**src/rtl/fifo_pkg.sv**
```systemverilog
// Shared FIFO pointer types and pointer-compare helpers for the read and write pointer blocks.
`default_nettype none

package fifo_pkg;

    localparam int FIFO_ALEN = 8;
    localparam int PTR_W     = FIFO_ALEN + 1;

    typedef logic [FIFO_ALEN-1:0] addr_t;
    typedef logic [FIFO_ALEN:0]   ptr_t;

    function automatic logic ptr_empty(input ptr_t r, input ptr_t w);
        return (r == w);
    endfunction

    // Full when addresses match but the wrap bits differ.
    function automatic logic ptr_full(input ptr_t r, input ptr_t w);
        return ((r ^ w) == {1'b1, {FIFO_ALEN{1'b0}}});
    endfunction

endpackage

`default_nettype wire

```
**src/rtl/rd_ptr_cnt.sv**
```systemverilog
// Enable-gated modulo-2**W counter with a fixed step and asynchronous active-low clear.
`default_nettype none

module ptr_cnt #(
    parameter int W    = 9,
    parameter int INCR = 1
) (
    input  logic         clk,
    input  logic         rstn,
    input  logic         en,
    output logic [W-1:0] cnt
);

    localparam logic [W-1:0] STEP = W'(INCR);

    always_ff @(posedge clk or negedge rstn) begin
        if (!rstn) begin
            cnt <= '0;
        end else if (en) begin
            cnt <= cnt + STEP;
        end
    end

endmodule

`default_nettype wire

```
**src/rtl/rd_ptr.sv**
```systemverilog
// FIFO read-side pointer: binary read pointer with wrap bit, empty flag and RAM read enable.
`default_nettype none

module rd_ptr
    import fifo_pkg::*;
#(
    parameter int ALEN = FIFO_ALEN,
    parameter int INCR = 1
) (
    input  logic            clk,
    input  logic            rstn,
    input  logic            i_ren,
    input  logic [ALEN:0]   i_wptr,
    output logic [ALEN-1:0] o_raddr,
    output logic [ALEN:0]   o_rptr,
    output logic            o_rempty,
    output logic            o_ram_ren
);

    logic [ALEN:0] rptr;
    logic          empty;
    logic          ram_ren;

    ptr_cnt #(
        .W    (ALEN + 1),
        .INCR (INCR)
    ) u_cnt (
        .clk  (clk),
        .rstn (rstn),
        .en   (ram_ren),
        .cnt  (rptr)
    );

    // The package helper is typed for the default width; other widths compare directly.
    generate
        if (ALEN == FIFO_ALEN) begin : g_pkg_cmp
            assign empty = ptr_empty(rptr, i_wptr);
        end else begin : g_local_cmp
            assign empty = (rptr == i_wptr);
        end
    endgenerate

    // Empty forces the enable low even if the request is unknown.
    assign ram_ren   = i_ren & ~empty;

    assign o_rptr    = rptr;
    assign o_raddr   = rptr[ALEN-1:0];
    assign o_rempty  = empty;
    assign o_ram_ren = ram_ren;

endmodule

`default_nettype wire

```
**config.mk**
```make
export PLATFORM = sky130hd
export DESIGN_NAME = rd_ptr
export DESIGN_NICKNAME = d
export VERILOG_FILES = /design/src/rtl/fifo_pkg.sv /design/src/rtl/rd_ptr_cnt.sv /design/src/rtl/rd_ptr.sv
export SDC_FILE = /design/constraint.sdc
export NUM_CORES = 1
export LEC_CHECK = 0
export CAP_MARGIN = 30
export CORE_MARGIN = 1.5
export CORE_UTILIZATION = 35
export CTS_BUF_LIST = sky130_fd_sc_hd__clkbuf_8
export CTS_CLUSTER_DIAMETER = 150
export DETAILED_ROUTE_END_ITERATION = 8
export GPL_TIMING_DRIVEN = 0
export PLACE_DENSITY_LB_ADDON = 0.1
export SETUP_SLACK_MARGIN = 0.1
export SYNTH_ARGS = -nofsm -noshare
export SYNTH_HDL_FRONTEND = slang
export SYNTH_HIERARCHICAL = 1
export SYNTH_SLANG_ARGS = --single-unit
```
**constraint.sdc**
```tcl
create_clock -name clk -period 1.6 [get_ports clk]
set_input_delay 0.16 -clock clk [delete_from_list [all_inputs] [get_ports clk]]
set_output_delay 0.16 -clock clk [all_outputs]
set_load 0.01 [all_outputs]
```
==> After elaboration in Yosys (flattened, before gate mapping) <==
Index checks and enable logic that the tools add are counted.
{ "word_totals": {"output_inout_bits": 19, "mem_count": 0, "elab_cells": 5, "reg_bits": 9, "rom_bits": 0, "latch_bits": 0, "ramBits": 0} }
{ "op_classes": {"muxes": 0, "reduce_logical": 0, "shifts": 0, "eq_ne": 1, "magnitude_cmp": 0, "add_sub_neg": 1, "n_mul": 0, "n_div": 0, "bitwise_logic": 2} }
{ "op_table": {"columns": ["operator", "n"], "rows": [
  ["9-bit by 1-bit adder with 9-bit output (second input constant)", 1],
  ["9-bit equality test", 1],
  ["1-bit bitwise AND", 1],
  ["1-bit NOT", 1]
]} }

==> Depth between registers and ports, before layout <==
{ "depth": {"word_depth": 3, "depth_mapped": 6, "ltp_nobuf": 6} }

==> Cells and area by module <==
Netlist, hierarchy kept.
{ "modules_own_cells": {"columns": ["module", "area_per_inst_um2", "instances", "cells_each", "seq_area_each_um2"], "rows": [
  ["ptr_cnt", 387.9, 1, 30, 225.2],
  ["rd_ptr", 167.7, 1, 21, 0.0]
]} }

==> Least setup slack after synthesis <==
OpenSTA, ideal clock, no wires.
{ "synth_timing": {"kind": "register to register", "from": "register u_cnt.cnt[2]", "to": "register u_cnt.cnt[5]", "path_stages_with_launch": 6, "setup_slack_ns": -0.139, "n_path_buf": 0, "arrival_time_ns": 1.659, "setup_time_ns": 0.080, "synth_period_minus_slack_ns": 1.739, "cell_sequence": "dfrtp_1 > xor2_1 > o41a_1 > and3_1 > nand4_1 > xnor2_1"} }
{ "synth_between": {"elab_chain_cells": 3} }
{ "synth_rtl": {"columns": ["element", "line", "text"], "rows": [
  ["start, declared", "rd_ptr_cnt.sv:11", "output logic [W-1:0] cnt"],
  ["start signal, assigned", "rd_ptr_cnt.sv:20", "cnt <= cnt + STEP;"],
  ["9-bit equality test", "fifo_pkg.sv:13", "return (r == w);"],
  ["1-bit NOT", "rd_ptr.sv:44", "assign ram_ren = i_ren & ~empty;"],
  ["1-bit bitwise AND", "rd_ptr.sv:44", null],
  ["named net o_ram_ren", "rd_ptr.sv:17", "output logic o_ram_ren"]
]} }
The timed path passes the listed nets, and every way through them passes these cells.
A chain may end at the register's enable or synchronous reset.

==> Final worst setup path <==
{ "layout_timing": {"from": "register u_cnt.cnt[4]", "to": "register u_cnt.cnt[6]"} }
{ "layout_between": {"elab_chain_cells": 3} }
{ "layout_rtl": {"columns": ["element"], "rows": [
  ["branches (longest 3 deep; another with 9-bit by 1-bit adder with 9-bit output)"]
]} }
Parallel ways; which one is timed is not known.

==> impl_metrics.yaml <==
synthesis:
  yosysSeqAreaShare: 0.4054
  synth_fp_nets: 64
  postSynthCellCount: 51
  synth_cell_types: 16
  avgSynthCellArea_um2: 10.89
  yosysWarningCount: 6
  ys_seq_elements: 9
  syn_area_um2: 555.5
die:
  die_y_um: 42.84
  rows: 14
  die-area_um2: 1835
  start_util: 0.3731
  die_w_um: 42.84
  core_um2: 1489
  ios: 31
drt:
  drtIter0Drc: 1
  vias_per_cell: 4.573
  wirelength_um: 1523
  drc: 0
  drtAntennaViolNets: 0
  drt_first_pass_iters: 2
  wire_per_inst_um: 13.02
  vias: 535
place:
  io_buffers: 30
  hpwl_um: 856.9
  dp.cells: 97
  place.gp.congestion: 0.6993
clocking:
  clk_path_buf_depth: 2
  cts_tree: "done"
  worstSkewPairLatency_ps: 230
  htree_levels: 1
  clk_pin_slew_ps: 50
  root_buffer: "clkbuf_8"
  hold_buffers: 0
  numCtsBuffers: 3
  clock-sinks: 9
sta:
  finalCriticalPeriod_ps: 1745
  fmax_ghz: 0.5730
  grt_setup_unrepaired: "true"
  setup_violations: 10
  maxSlewViolCount: 0
  finalCritPeriodShare: 1.091
  hold_viol: 0
  setup_slack_ps: -145.3
  relSlewSlack: 0.7288
  finClkSkew_ps: 0.8767
  worstMarginPinSlew_ps: 405.5
  holdWs_ps: 225.5
status:
  status: "finished with violations"
  violations: "negative setup slack"
pwr:
  ir_worst_vdd_mv: 1.128
  p_clk_frac: 0.138
  p_switching_mw: 0.6548
  powerDensity_nw_per_um2: 1731
  leakage_nw: 0.5280
  p_int_mw: 1.240
  p_seq_frac: 0.240
  pwr-share-comb: 0.622
  switching_share: 0.3455
global_route:
  grt_pass1_vias: 464
  grt_start_max_net_pins: 10
  antenna_found_initial: 0
  grt_pass1_wl_um: 2063
  overflow: 0
  track_usage: 0.1593
worst_setup_path:
  path_class: "flip-flop to flip-flop"
  startpoint: "u_cnt/cnt[4]"
  reg2regPathDepth: 7
  worstSetupStartpointType: "flip-flop"
  worst_ep_required_time_ps: 1710
  r2r_end: "u_cnt/cnt[6]"
  r2r_slack_ps: -150
  end_kind: "flip-flop"
  crit_fanout: 6
  worstPathArrival_ps: 1860
  crit_end: "u_cnt/cnt[6]"
  max_stage_delay_ps: 440
  crit_cells: 7
  cp_slowest_cell: "dfrtp_2"
  crit_family: "flip-flops"
  crit_buf_inv: 1
  rr_startpoint: "u_cnt/cnt[4]"
  path_cells: "xnor2_2 -> nand3_1 -> o41a_1 -> buf_6 -> nand2_2 -> nor2_1 -> xor2_1"
layout:
  mostFrequentLayoutCell: "buf_4"
  synthToLayoutAreaGrowth_pct: 97.07
  reg.largest.list: "u_cnt/cnt: 9 flops"
  fill_cells: 111
  mostFrequentLayoutCells: "26 x buf_4, 21 x clkdlybuf4s50_1, 8 x dfrtp_2"
  drive_gt1_frac: 0.5149
  largest_reg_flops: 9
  diodes: 0
  largest_register: "u_cnt/cnt"
  fin_nets: 115
  fin_cells: 117
  ff_latch_area_um2: 235.2
  multi_input_area_um2: 321.6
min_path:
  hold_path.class: "input pin to asynchronous set/reset pin"
flow_run:
  maxCapViolations: 0
[per-stage QoR]
stage,cell area (um^2),total power [mW],setup slack (ps),TNS [ps],util
final,1095,1.895,-145.3,-938.3,0.7353
after global routing,1095,2.006,-207.8,-1624,0.7353
after CTS,975.9,1.641,-164.7,-949.2,0.6555
after detailed placement,882.1,1.336,-454.8,-2637,0.5924
after global placement,882.1,1.326,-455.8,-2555,0.5924
after floorplan,561.8,0.9080,-103.4,-253.4,-
[cell type report]
| type | count | area share |
|---|---|---|
| Multi-Input combinational cell | 34 | 0.2937 |
| Clock inverter | 1 | 0.003429 |
| Buffer | 8 | 0.05486 |
| Clock buffer | 3 | 0.03771 |
| Sequential cell | 9 | 0.2149 |
| Timing Repair Buffer | 46 | 0.3771 |
| Tap cell | 16 | 0.01829 |
[per-layer routing]
layer | up-vias | track usage | part of all wire
met3 | 4 | 0.05532 | 0.054
met1 | 246 | 0.1867 | 0.43
li1 | 266 | - | -
met4 | 0 | 0.09375 | 0.018
met5 | - | 0 | 0
met2 | 19 | 0.2485 | 0.50
[how the worst min path moves through the flow]
stage / from / to / cells after the start
2_1_floorplan: rstn / u_cnt/cnt[0] / 0
3_3_place_gp: rstn / u_cnt/cnt[8] / 1
3_5_place_dp: rstn / u_cnt/cnt[8] / 1
4_1_cts: rstn / u_cnt/cnt[3] / 1
5_1_grt: rstn / u_cnt/cnt[5] / 1
6_report: rstn / u_cnt/cnt[5] / 1
[power groups by stage]
stage                     sequential (mW)  combinational [mW]  clock [mW]
after floorplan                     0.523               0.385           0
after global placement              0.516               0.810           0
after detailed placement            0.517               0.819           0
after CTS                           0.492               0.889       0.261
after global routing                0.472                1.25       0.281
final                               0.455                1.18       0.261
[cell usage after synthesis, drive strengths merged]
| library cell | count | share of area |
|---|---|---|
| xnor2 | 11 | 0.17 |
| dfrtp | 9 | 0.41 |
| buf | 8 | 0.11 |
| xor2 | 6 | 0.095 |
| nand4 | 5 | 0.068 |
| nand2 | 3 | 0.025 |
| nor2 | 2 | 0.014 |
| and3 | 1 | 0.011 |
| ha | 1 | 0.023 |
| mux2 | 1 | 0.020 |
| nand3 | 1 | 0.0090 |
| nor3 | 1 | 0.018 |
| nor4 | 1 | 0.011 |
| o41a | 1 | 0.020 |
[cell families after synthesis]
group,Yosys count,synth area share
muxes,1,0.02027
buffers and inverters,8,0.1081
DFF,9,0.4054
and+or+nand+nor,14,0.1554
xor gates and xnor gates,17,0.2680
adders and majority gates,1,0.02252
AOI/OAI and AO/OA,1,0.02027
[repair_timing]
| action | 4_1_cts | 5_1_grt |
|---|---|---|
| gates resized for setup | 17 | 11 |
| pin swaps | 4 | 9 |
| buffers inserted | 7 | 9 |
| endpoints found under the setup margin | 13 | 14 |
(Power assumes the default switching activity.)
